### src/rtl/csa_resolve_seq.sv
// Sequential carry-save to binary resolver: CHUNK bits per cycle through one registered carry.
// Optional early exit when the remaining upper chunks are all zero: define CSA_RESOLVE_EARLY_EN.
module csa_resolve_seq #(
  parameter int unsigned WIDTH = 32,
  parameter int unsigned CHUNK = 8
) (
  input  logic             clk,
  input  logic             rst_n,
  input  logic             in_valid,
  output logic             in_ready,
  input  logic [WIDTH-1:0] in_sum,
  input  logic [WIDTH-1:0] in_carry,
  output logic             out_valid,
  input  logic             out_ready,
  output logic [WIDTH+1:0] out_result
);

  localparam int unsigned N  = WIDTH / CHUNK;
  localparam int unsigned KW = (N > 1) ? $clog2(N) : 1;
  localparam logic [KW-1:0] KLast = KW'(N - 1);

  if (CHUNK == 0 || WIDTH < 2 || (WIDTH % CHUNK) != 0) begin : g_param_check
    $error("csa_resolve_seq: CHUNK must be nonzero and divide WIDTH (WIDTH >= 2)");
  end

  typedef enum logic [1:0] {StIdle, StAdd, StDone} state_e;

  state_e           state_q, state_d;
  logic [WIDTH-1:0] a_q, a_d;
  logic [WIDTH-1:0] b_q, b_d;
  logic             hb_q, hb_d;
  logic             c_q, c_d;
  logic [KW-1:0]    k_q, k_d;
  logic [WIDTH-1:0] work_q, work_d;
  logic [WIDTH+1:0] result_q, result_d;

  logic [CHUNK-1:0] a_chunk, b_chunk;
  logic [CHUNK:0]   chunk_sum;
  logic [WIDTH-1:0] work_next;
  logic [1:0]       top_bits;
  logic             finish;

`ifdef CSA_RESOLVE_EARLY_EN
  logic upper_zero;
`endif

  assign in_ready   = (state_q == StIdle);
  assign out_valid  = (state_q == StDone);
  assign out_result = result_q;

  always_comb begin
    a_chunk   = a_q[k_q*CHUNK +: CHUNK];
    b_chunk   = b_q[k_q*CHUNK +: CHUNK];
    chunk_sum = {1'b0, a_chunk} + {1'b0, b_chunk} + {{CHUNK{1'b0}}, c_q};
    work_next = work_q;
    work_next[k_q*CHUNK +: CHUNK] = chunk_sum[CHUNK-1:0];
    top_bits  = {1'b0, chunk_sum[CHUNK]} + {1'b0, hb_q};
`ifdef CSA_RESOLVE_EARLY_EN
    upper_zero = 1'b1;
    for (int unsigned j = 0; j < N; j++) begin
      if (j > 32'(k_q) && (|(a_q[j*CHUNK +: CHUNK] | b_q[j*CHUNK +: CHUNK]))) begin
        upper_zero = 1'b0;
      end
    end
    finish = (k_q == KLast) || (!chunk_sum[CHUNK] && !hb_q && upper_zero);
`else
    finish = (k_q == KLast);
`endif
  end

  always_comb begin
    state_d  = state_q;
    a_d      = a_q;
    b_d      = b_q;
    hb_d     = hb_q;
    c_d      = c_q;
    k_d      = k_q;
    work_d   = work_q;
    result_d = result_q;
    case (state_q)
      StIdle: begin
        if (in_valid) begin
          a_d     = in_sum;
          b_d     = {in_carry[WIDTH-2:0], 1'b0};
          hb_d    = in_carry[WIDTH-1];
          c_d     = 1'b0;
          k_d     = '0;
          // Cleared here so chunks skipped by an early exit read as zero.
          work_d  = '0;
          state_d = StAdd;
        end
      end
      StAdd: begin
        c_d    = chunk_sum[CHUNK];
        k_d    = k_q + KW'(1);
        work_d = work_next;
        if (finish) begin
          result_d = {top_bits, work_next};
          state_d  = StDone;
        end
      end
      StDone: begin
        if (out_ready) state_d = StIdle;
      end
      default: state_d = StIdle;
    endcase
  end

  always_ff @(posedge clk or negedge rst_n) begin
    if (!rst_n) begin
      state_q  <= StIdle;
      a_q      <= '0;
      b_q      <= '0;
      hb_q     <= 1'b0;
      c_q      <= 1'b0;
      k_q      <= '0;
      work_q   <= '0;
      result_q <= '0;
    end else begin
      state_q  <= state_d;
      a_q      <= a_d;
      b_q      <= b_d;
      hb_q     <= hb_d;
      c_q      <= c_d;
      k_q      <= k_d;
      work_q   <= work_d;
      result_q <= result_d;
    end
  end

endmodule

### config.mk
export PLATFORM = sky130hd
export DESIGN_NAME = csa_resolve_seq
export DESIGN_NICKNAME = d
export VERILOG_FILES = /design/src/rtl/csa_resolve_seq.sv
export SDC_FILE = /design/constraint.sdc
export NUM_CORES = 1
export LEC_CHECK = 0
export CORE_ASPECT_RATIO = 0.9
export CORE_MARGIN = 5
export CORE_UTILIZATION = 30
export CTS_CLUSTER_DIAMETER = 50
export CTS_CLUSTER_SIZE = 8
export DETAILED_ROUTE_END_ITERATION = 12
export GPL_ROUTABILITY_DRIVEN = 0
export SLEW_MARGIN = 20
export SYNTH_ARGS = -nofsm -noshare
export SYNTH_HDL_FRONTEND = slang
export SYNTH_SLANG_ARGS = --single-unit
### constraint.sdc
create_clock -name clk -period 3.68 [get_ports clk]
set_input_delay 0.736 -clock clk [delete_from_list [all_inputs] [get_ports clk]]
set_output_delay 0.736 -clock clk [all_outputs]
set_load 0.05 [all_outputs]
== Word level (Yosys, flattened, before mapping) ==
Index checks and enable logic that the tools add are counted.
Word-level totals
  register bits: 135
  bits in latches: 0
  RAM bits: 0
  bits in read-only memories: 0
  bits of input ports: 68
  output and inout bits: 36
  logic and storage cells: 40
  memories: 0
Cells by class
  add/subtract/negate cells: 5
  multipliers: 0
  div/mod/pow operators: 0
  $lt $le $gt $ge: 0
  equal/unequal tests: 6
  shift-type cells: 4
  mux-type cells: 11
  bitwise gates (word level): 0
  reduce and logical (&&, ||, !) cells: 6
Operators with widths (count)
  32-bit case mux with 2 select lines: 1
  32-bit by 6-bit indexed part select with 8-bit output: 2
  5-bit negation with 34-bit output: 1
  8-bit by 34-bit variable shift with 32-bit output, first input constant: 1
  8-bit by 34-bit indexed part select with 32-bit output: 1
  32-bit bitwise mux: 1
  32-bit 2-to-1 mux: 1
  8-bit by 8-bit adder with 9-bit output: 1
  9-bit by 1-bit adder with 9-bit output: 1
  2-bit 2-to-1 mux: 4
  2-bit case mux with 3 select lines: 1
  2-bit AND reduction: 3
  2-bit equality test, second input constant: 2
  2-bit != test, second input constant: 2
  2-bit case mux with 2 select lines: 1
  3-bit AND reduction: 1
  1-bit by 1-bit adder with 2-bit output: 1
  2-bit by 1-bit adder with 2-bit output, second input constant: 1
  2-bit by 1-bit equality test with 1-bit output, second input constant: 1
  2-bit zero test: 1
  2-bit by 1-bit != test with 1-bit output, second input constant: 1
  1-bit case mux with 2 select lines: 1
  2-bit nonzero test: 1
  1-bit 2-to-1 mux: 1

== Longest topological paths before layout ==
Gate-level depths: netlist of the first run.
  word-level depth: 6
  depth in mapped cells: 15
  depth with buffers taken out: 14

== Least setup slack after synthesis of the first run ==
No wires, ideal clock.
  path kind: reg2reg
  from: register k_q[0]
  to: register result_q[32], in the netlist out_result[32]
  setup time: 0.118 ns
  data arrival time: 2.804 ns
  path slack: 0.759 ns
  stages on the path, launching flop included: 14
  buffers on the path: 1
  cells stage by stage: dfrtp_1 buf_6 mux4_2 fa_1 inv_1 fa_1 nor2b_4 o2111ai_4 a31oi_4 o21ai_0 nand2b_1 ha_1 nand2_1 nand2_1
Between the ends
  longest elaborated chain between the ends: 4
RTL lines
  from (decl): RTL line 33  | logic [KW-1:0] k_q, k_d;
  from (signal assigned): RTL line 125  | k_q <= k_d;
  32-bit by 6-bit indexed part select with 8-bit output (on tied branches): RTL line 52, 53
  8-bit by 8-bit adder with 9-bit output *: RTL line 54  | chunk_sum = {1'b0, a_chunk} + {1'b0, b_chunk} + {{CHUNK{1'b0}}, c_q};
  9-bit by 1-bit adder with 9-bit output *: RTL line 54
  1-bit by 1-bit adder with 2-bit output *: RTL line 57  | top_bits = {1'b0, chunk_sum[CHUNK]} + {1'b0, hb_q};
  named net top_bits[0]: RTL line 40  | logic [1:0] top_bits;
  to (signal assigned): RTL line 127  | result_q <= result_d;
  to (decl): RTL line 35  | logic [WIDTH+1:0] result_q, result_d;
Mark *: on every way through the listed nets, which the timed path passes. The rest lies on a longest branch.
A chain may end at the register's enable or synchronous reset.

== Worst setup path after layout of the first run ==
  from: register k_q[0]
  to: register work_q[30]
Between the ends
  longest elaborated chain between the ends: 6
RTL lines
  32-bit by 6-bit indexed part select with 8-bit output (on tied branches): RTL line 52, 53
  8-bit by 8-bit adder with 9-bit output: RTL line 54
  9-bit by 1-bit adder with 9-bit output: RTL line 54
  8-bit by 34-bit indexed part select with 32-bit output: RTL line 56  | work_next[k_q*CHUNK +: CHUNK] = chunk_sum[CHUNK-1:0];
  32-bit bitwise mux *: RTL line 56
  32-bit case mux with 2 select lines *: RTL line 80  | case (state_q)
  to (signal assigned): RTL line 126  | work_q <= work_d;
  to (decl): RTL line 34  | logic [WIDTH-1:0] work_q, work_d;
Mark *: on every way between the ends. The rest lies on a longest branch, timed or not.

==> impl_metrics.json, run 1 <==
{
  "path_clk_slew_ns": 0.06,
  "dr_total_vias": 4792,
  "floorplan.initialDensity": 0.308,
  "powerDensity_nw_per_um2": 1120,
  "io_pins": 104,
  "wl_per_cell_um": 16.1,
  "fmax_ghz": 0.321,
  "numCtsBuffers": 17,
  "start_kind": "flop",
  "worstPathArrival_ns": 3.48,
  "grt_first_pass_wirelength_mm": 26.5,
  "layout.nets": 809,
  "p_leak_nw": 3.82,
  "comb_power_share": 0.517,
  "final_antenna_net_count": 0,
  "period_minus_slack_ns": 3.12,
  "layout_commonest_cell": "nand2_1",
  "p_switching_mw": 4.17,
  "post_cts_buffers": 0,
  "ctsLongestPathBuffers": 2,
  "path_class": "flop to flop",
  "critPathRequiredTime_ns": 4.04,
  "dp.cells": 961,
  "core_area_um2": 20100,
  "syn2layout_area_growth_pct": 32.0,
  "ys_warn_count": 0,
  "first_pass_iters": 4,
  "ys_seq_elements": 135,
  "min_path_type": "primary input to asynchronous set/reset pin",
  "worst_pin_slew_ns": 0.996,
  "min_period_over_period": 0.847,
  "io_buffers": 103,
  "worst-path-max-fanout": 23,
  "ys_seq_area_frac": 0.546,
  "antenna_found_initial": 0,
  "stdcell_count": 993,
  "finalSetupTns_ns": 0,
  "slew_headroom": 0.331,
  "chipHeight_um": 146,
  "drive_above_1_share": 0.106,
  "end_kind": "flop",
  "final_cell_mix": "nand2_1 (223), dfrtp_1 (135), clkdlybuf4s50_1 (102)",
  "cp_cell_sequence": "buf_12 -> mux4_2 -> fa_1 -> inv_1 -> fa_1 -> nor2b_4 -> o2111ai_4 -> a31oi_4 -> a31oi_2 -> a22o_2",
  "slew_viol_final": 0,
  "rsz0062_at_grt": "false",
  "pwr-share-clk": 0.207,
  "nFillCells": 1951,
  "clk_latency_ns": 0.43,
  "holdBufCountCts": 0,
  "vias_per_cell": 4.83,
  "postLayoutCoreUtil": 0.406,
  "crit_top_cell": "fa_1",
  "outcome": "finished, final reports clean",
  "drt-total-wl_mm": 16.0,
  "overflow": 0,
  "ys_types": 45,
  "intPower_mw": 5.01,
  "synth_flop_cell": "dfrtp_1",
  "synth_nets": 706,
  "avgSynthCellArea_um2": 9.95,
  "place_hpwl_mm": 11.1,
  "syn-instance-count": 622,
  "cap_viol_max_count": 0,
  "ir_drop_mv": 0.559,
  "grt_max_degree": 70,
  "synth.area.top_cells": "dfrtp_1 (55%), nand2_1 (14%), mux4_2 (5.5%)",
  "design_area_um2": 8170,
  "rows": 49,
  "cts_root_buffer": "clkbuf_16",
  "netlist_area_um2": 6190,
  "synth_top_area_cell": "dfrtp_1",
  "die_w_um": 161,
  "synth_edf_count": 0,
  "drt_iter0_markers": 291,
  "grt_usage": 0.142,
  "cts_resized": 0,
  "antenna_cells": 0,
  "synth_top_area_share": 0.546,
  "cts_sinks": 135,
  "placed_cell_area_um2": 7510,
  "grt_pass1_vias": 4855,
  "seqPwrFrac": 0.276,
  "setup-violations-final": 0,
  "tritoncts": "built",
  "cpMaxStageDelayCell": "mux4_2",
  "die-area_um2": 23600,
  "hold_viol": 0,
  "synth-async-reset-ratio": 1.00,
  "cts_max_level": 4,
  "drc": 0,
  "cpPeakStageDelay_ns": 0.54,
  "finalClockSkew_ns": 0.0105,
  "switching_share": 0.454
}
[layout make-up]
class | count | area (um2) | area share
multi-input cells | 441 | 2620 | 0.320
clock inverters | 14 | 220 | 0.0269
well taps | 255 | 319 | 0.0390
clock buffers | 18 | 439 | 0.0537
flip-flops and latches | 135 | 3380 | 0.413
repair buffers | 114 | 1140 | 0.139
inverters | 16 | 60.1 | 0.00735
[synth_stat cells, types with 3 or more instances]
| cell | count |
|---|---|
| nand2b_1 | 4 |
| o21ai_0 | 31 |
| a21oi_1 | 15 |
| o211ai_1 | 3 |
| nor2_1 | 44 |
| dfrtp_1 | 135 |
| a221o_1 | 4 |
| buf_2 | 15 |
| inv_1 | 14 |
| a22o_2 | 4 |
| a22o_1 | 16 |
| clkbuf_1 | 13 |
| nor4_2 | 3 |
| mux4_2 | 15 |
| a221oi_1 | 16 |
| nand3_1 | 7 |
| xnor2_1 | 3 |
| nand2_1 | 224 |
| and3_1 | 12 |
| ha_1 | 14 |
[worst max-delay path: cells and delay by family, from the launching register on]
kind	cells	cell delay (ns)
multiplexers	1	0.54
flip-flops	1	0.37
buffers and inverters	2	0.30
AO/OA/AOI/OAI	4	1.07
AND/OR/NAND/NOR	1	0.07
adder cells (fa/ha/maj)	2	0.70
[logic make-up (layout without fill, tap and decap cells)]
| family | after synthesis | count (layout) | share of synthesized area |
|---|---|---|---|
| mux | 16 | 16 | 0.0562 |
| xor+xnor | 4 | 4 | 0.00688 |
| flops | 135 | 135 | 0.546 |
| buf+inv | 46 | 162 | 0.0321 |
| compound gates | 102 | 102 | 0.122 |
| simple gates | 303 | 303 | 0.202 |
| fa+ha+maj | 16 | 16 | 0.0348 |
[flip-flops by register name (all words and copies together) (netlist names)]
name / flops
out_result: 34
a_q: 32
work_q: 32
b_q: 31
k_q: 2
state_q: 2
c_q: 1
hb_q: 1
[metal layers]
metal,vias to the layer above,share of wire,track usage
met3,14,0.064,0.0358
met5,-,0,0
met4,0,0.014,0.0435
met2,159,0.45,0.212
li1,2322,-,-
met1,2297,0.47,0.203
[through the flow]
stage / power [mW] / setup WS [ns] / hold slack (ns)
CTS: 9.28 / 0.542 / 0.322
floorplan: 5.63 / 0.759 / 0.440
global placement: 7.30 / 0.587 / 0.454
detailed placement: 7.35 / 0.565 / 0.457
finish: 9.19 / 0.561 / 0.309
global route: 9.83 / 0.285 / 0.368
[power groups by stage]
stage          Combinational (mW)  Clock, mW  Sequential [mW]
2_1_floorplan                2.67          0             2.97
3_3_place_gp                 4.74          0             2.56
3_5_place_dp                 4.79          0             2.56
4_1_cts                      4.81       1.93             2.54
5_1_grt                      5.22       1.99             2.61
6_report                     4.75       1.90             2.53
[final timing paths]
| check | from | to | slack [ns] | depth (start not counted) |
|---|---|---|---|---|
| max in group asynchronous | rst_n | b_q[4] | 2.58 | 2 |
| setup reg to reg | k_q[0] | work_q[30] | 0.56 | 10 |
| min in group clk | a_q[3] | a_q[3] | 0.47 | 2 |
| hold reg to reg | a_q[3] | a_q[3] | 0.47 | 2 |
| setup / recovery | k_q[0] | work_q[30] | 0.56 | 10 |
| hold / removal | rst_n | out_result[27] | 0.31 | 1 |
(Power assumes the default switching activity.)
==> run 2, diff against run 1 <==
- clock period: 3.68 -> 2.85 ns (I/O delays scaled with it)
==> run 2 against run 1 <==
Worst setup slack lost 0.49 ns; combinational power grew 40%; core utilization grew 0.29 points; die area is the same; via count grew 0.77%; hold slack lost 0.22 ns; critical endpoint is now out_result[32].
==> impl_metrics.json, run 2 (synthesis gave the netlist of run 1 again) <==
{
  "hold_viol": 0,
  "cts_max_level": 4,
  "die_w_um": 161,
  "drt_iter0_markers": 283,
  "syn2layout_area_growth_pct": 33.0,
  "setup_slack_ns": 0.0726,
  "rows": 49,
  "p_switching_mw": 5.42,
  "ff2ff_path_depth": 12,
  "r2r-end": "out_result[32]",
  "layout_commonest_cell": "nand2_1",
  "core_area_um2": 20100,
  "critPathRequiredTime_ns": 3.16,
  "r2r-start": "k_q[0]",
  "path_clk_slew_ns": 0.06,
  "fin_hold_ws_ns": 0.0889,
  "slew_viol_final": 0,
  "io_buffers": 103,
  "chipHeight_um": 146,
  "setup-violations-final": 0,
  "finalSetupTns_ns": 0,
  "grt_max_degree": 66,
  "layout.nets": 821,
  "worst-path-max-fanout": 3,
  "path_class": "flop to flop",
  "tritoncts": "built",
  "seqPwrFrac": 0.271,
  "antenna_cells": 0,
  "slew_headroom": 0.500,
  "antenna_found_initial": 0,
  "ir_drop_mv": 0.865,
  "ctsLongestPathBuffers": 2,
  "cts_sinks": 135,
  "start_kind": "flop",
  "floorplan.initialDensity": 0.308,
  "pwr-share-clk": 0.173,
  "final_cell_mix": "nand2_1 (223), dfrtp_1 (134), clkdlybuf4s50_1 (102)",
  "largest_reg_flops": 34,
  "worst_pin_slew_ns": 0.743,
  "holdBufCountCts": 0,
  "finalClockSkew_ns": 0.00817,
  "power_mw": 12.0,
  "min_period_over_period": 0.975,
  "pre_cts_slack_ns": 0.0324,
  "rrSetupSlack_ns": 0.07,
  "outcome": "finished, final reports clean",
  "numCtsBuffers": 17,
  "nFillCells": 2006,
  "drt-total-wl_mm": 16.1,
  "wl_per_cell_um": 16.1,
  "powerDensity_nw_per_um2": 1450,
  "end_kind": "flop",
  "comb_power_share": 0.556,
  "grt_usage": 0.141,
  "cap_viol_max_count": 0,
  "drc": 0,
  "cts_root_buffer": "clkbuf_16",
  "drive_above_1_share": 0.126,
  "vias_per_cell": 4.81,
  "cp-endpoint": "out_result[32]",
  "period_minus_slack_ns": 2.78,
  "dr_total_vias": 4829,
  "p_leak_nw": 3.85,
  "rsz0062_at_grt": "true",
  "die-area_um2": 23600,
  "startpoint": "k_q[0]",
  "clk_latency_ns": 0.43,
  "postLayoutCoreUtil": 0.409,
  "min_path_type": "primary input to asynchronous set/reset pin",
  "overflow": 0,
  "fmax_ghz": 0.360,
  "intPower_mw": 6.55,
  "grt_first_pass_wirelength_mm": 26.6,
  "io_pins": 104,
  "place_hpwl_mm": 11.4,
  "switching_share": 0.453,
  "final_antenna_net_count": 0,
  "grt_pass1_vias": 4964,
  "worstPathArrival_ns": 3.09,
  "first_pass_iters": 4
}
run 2: changes by cell type in the layout (fill, tap and decap cells not counted), sizes merged:
cell,change
buf,+12
inv,-3
clkinv,+1
clkinvlp,-1
bufinv,-4
clkbuf,+5
run 2: final cells by class:
type,count,area (um2),share of cell area
clock buffers,23,488,0.0593
clock inverters,7,71.3,0.00867
inverters,16,60.1,0.00730
multi-input cells,441,2660,0.323
flip-flops and latches,135,3380,0.411
well taps,255,319,0.0388
repair buffers,126,1250,0.152
run 2: what timing repair did:
action | in CTS | in global routing
endpoints found under the setup margin | 0 | 31
setup buffers | 0 | 3
gates resized for setup | 0 | 12
run 2: worst min path at each step:
stage | to | slack, ns | cells past startpoint
floorplan | a_q[0] | 0.27 | 0
detailed placement | b_q[17] | 0.46 | 2
global placement | work_q[23] | 0.45 | 2
finish | state_q[1] | 0.09 | 1
global route | state_q[1] | 0.13 | 1
CTS | out_result[32] | 0.1 | 1
run 2: routing by layer:
layer | part of all wire | global-route usage
met1 | 0.48 | 0.198
met2 | 0.46 | 0.214
met3 | 0.050 | 0.0310
met4 | 0.017 | 0.0516
met5 | 0 | 0
run 2: metrics by stage:
stage,instances,cell area (um2)
floorplan,622,6200
global placement,970,7600
detailed placement,970,7600
CTS,1000,8160
global route,1003,8230
finish,1003,8230
run 2: power by group through the flow:
stage               clock network, mW  logic (mW)  registers (mW)
finish                           2.08        6.65            3.24
floorplan                           0        3.47            3.83
CTS                              2.12        6.47            3.24
global placement                    0        6.41            3.25
detailed placement                  0        6.45            3.27
global route                     2.19        7.20            3.35
run 2: critical path, cell delays in order (launching register included):
cell	delay, ns
dfrtp_2	0.40
mux4_2	0.54
fa_2	0.41
inv_2	0.06
fa_2	0.22
nor2b_4	0.05
o2111ai_4	0.25
a31oi_4	0.15
o21ai_1	0.14
nand2b_1	0.07
ha_1	0.26
nand2_1	0.06
nand2_1	0.06
==> run 3, diff against run 2 <==
- PLACE_DENSITY: unset -> 0.59
- clock period: 2.85 -> 3.2 ns (I/O delays scaled with it)
==> run 3 against run 2 <==
Critical path depth shrank 3; global-route usage shrank 0.14 points; combinational power shrank 14%; sequential power shrank 11%; sequential share of layout area grew 0.61 points; clock skew grew 0.00073 ns; die area is the same; critical endpoint is now work_q[30]; largest power group unchanged.
==> impl_metrics.json, run 3 (synthesis gave the netlist of run 1 again) <==
{
  "min_period_over_period": 0.942,
  "drt-total-wl_mm": 16.1,
  "min_path_type": "primary input to asynchronous set/reset pin",
  "powerDensity_nw_per_um2": 1280,
  "floorplan.initialDensity": 0.308,
  "grt_max_degree": 74,
  "path_class": "flop to flop",
  "drive_above_1_share": 0.112,
  "critPathRequiredTime_ns": 3.56,
  "nFillCells": 1996,
  "start_kind": "flop",
  "drc": 0,
  "numCtsBuffers": 17,
  "io_buffers": 103,
  "ir_drop_mv": 0.883,
  "place_hpwl_mm": 11.2,
  "setup-violations-final": 0,
  "final_cell_mix": "nand2_1 (223), dfrtp_1 (135), clkdlybuf4s50_1 (102)",
  "worst-path-max-fanout": 8,
  "tritoncts": "built",
  "placed_cell_area_um2": 7560,
  "design_area_um2": 8110,
  "fmax_ghz": 0.332,
  "finalClockSkew_ns": 0.00890,
  "slew_viol_final": 0,
  "drt_iter0_markers": 286,
  "final_antenna_net_count": 0,
  "cts_max_level": 4,
  "cts_root_buffer": "clkbuf_16",
  "antenna_cells": 0,
  "clk_latency_ns": 0.42,
  "path_clk_slew_ns": 0.05,
  "io_pins": 104,
  "largest_reg_flops": 34,
  "rows": 49,
  "layout_commonest_cell": "nand2_1",
  "die_w_um": 161,
  "layout.nets": 815,
  "finalSetupTns_ns": 0,
  "slew_headroom": 0.527,
  "first_pass_iters": 4,
  "outcome": "finished, final reports clean",
  "worstPathArrival_ns": 3.37,
  "worst_pin_slew_ns": 0.709,
  "die-area_um2": 23600,
  "end_kind": "flop",
  "antenna_found_initial": 0,
  "core_area_um2": 20100,
  "vias_per_cell": 4.78,
  "grt_usage": 0.139,
  "fin_hold_ws_ns": 0.234,
  "period_minus_slack_ns": 3.01,
  "wl_per_cell_um": 16.1,
  "ctsLongestPathBuffers": 2,
  "cts_sinks": 135,
  "postLayoutCoreUtil": 0.403,
  "grt_pass1_vias": 4854,
  "chipHeight_um": 146,
  "rsz0062_at_grt": "false",
  "overflow": 0,
  "cap_viol_max_count": 0,
  "dr_total_vias": 4766,
  "p_leak_nw": 3.80,
  "hold_viol": 0,
  "grt_first_pass_wirelength_mm": 26.2,
  "syn2layout_area_growth_pct": 31.0
}
run 3: cell count changes in the layout (fill, tap and decap cells not counted), moves of 2 or more:
| cell | delta |
|---|---|
| buf_4 | -4 |
| clkinv_2 | +2 |
| ha_1 | +2 |
| ha_2 | -2 |
run 3: repair_timing:
| item | in CTS | in global routing |
|---|---|---|
| buffers inserted | 0 | 1 |
| endpoints found under the setup margin | 0 | 11 |
| hold buffers | 0 | 0 |
| resized for setup | 0 | 4 |
run 3: cell type report:
cell class | instances | area, um2 | share of cell area
Sequential cell | 135 | 3380 | 0.417
Tap cell | 255 | 319 | 0.0394
Clock inverter | 8 | 51.3 | 0.00633
Clock buffer | 22 | 474 | 0.0585
Timing Repair Buffer | 120 | 1200 | 0.148
Inverter | 16 | 60.1 | 0.00741
Multi-Input combinational cell | 441 | 2630 | 0.324
run 3: path summary, 6_finish.rpt:
path | from | endpoint | slack (ns) | cells after the start
min in group clk | b_q[14] | b_q[14] | 0.47 | 2
setup reg to reg | k_q[0] | work_q[30] | 0.19 | 9
hold / removal | rst_n | out_result[33] | 0.23 | 1
hold reg to reg | b_q[14] | b_q[14] | 0.47 | 2
max in group asynchronous | rst_n | out_result[20] | 2.26 | 2
setup / recovery | k_q[0] | work_q[30] | 0.19 | 9
run 3: where the power goes:
group          switching, mW  internal (mW)
logic                   3.65           2.10
clock network          0.721           1.04
registers              0.421           2.46
total                   4.79           5.59
run 3: routing by layer:
layer / GRT usage / share of wire / vias up
met4: 0.0371 / 0.012 / 0
li1: - / - / 2342
met5: 0 / 0 / -
met2: 0.215 / 0.46 / 123
met1: 0.197 / 0.49 / 2287
met3: 0.0344 / 0.046 / 14
run 3: metrics by stage:
| stage | instances | power [mW] | setup WS, ns |
|---|---|---|---|
| 5_1_grt | 997 | 11.1 | 0.0418 |
| 2_1_floorplan | 622 | 6.48 | 0.279 |
| 3_5_place_dp | 966 | 8.55 | 0.0949 |
| 4_1_cts | 996 | 10.4 | 0.0884 |
| 3_3_place_gp | 966 | 8.51 | 0.207 |
| 6_report | 997 | 10.4 | 0.185 |
run 3: worst max-delay path: stages (launching register included):
cell       delay [ns]
dfrtp_1          0.43
mux4_2           0.55
fa_2             0.40
inv_1            0.08
fa_2             0.25
nor2b_4          0.06
o2111ai_4        0.23
a31oi_4          0.13
a31oi_2          0.54
a22o_2           0.27
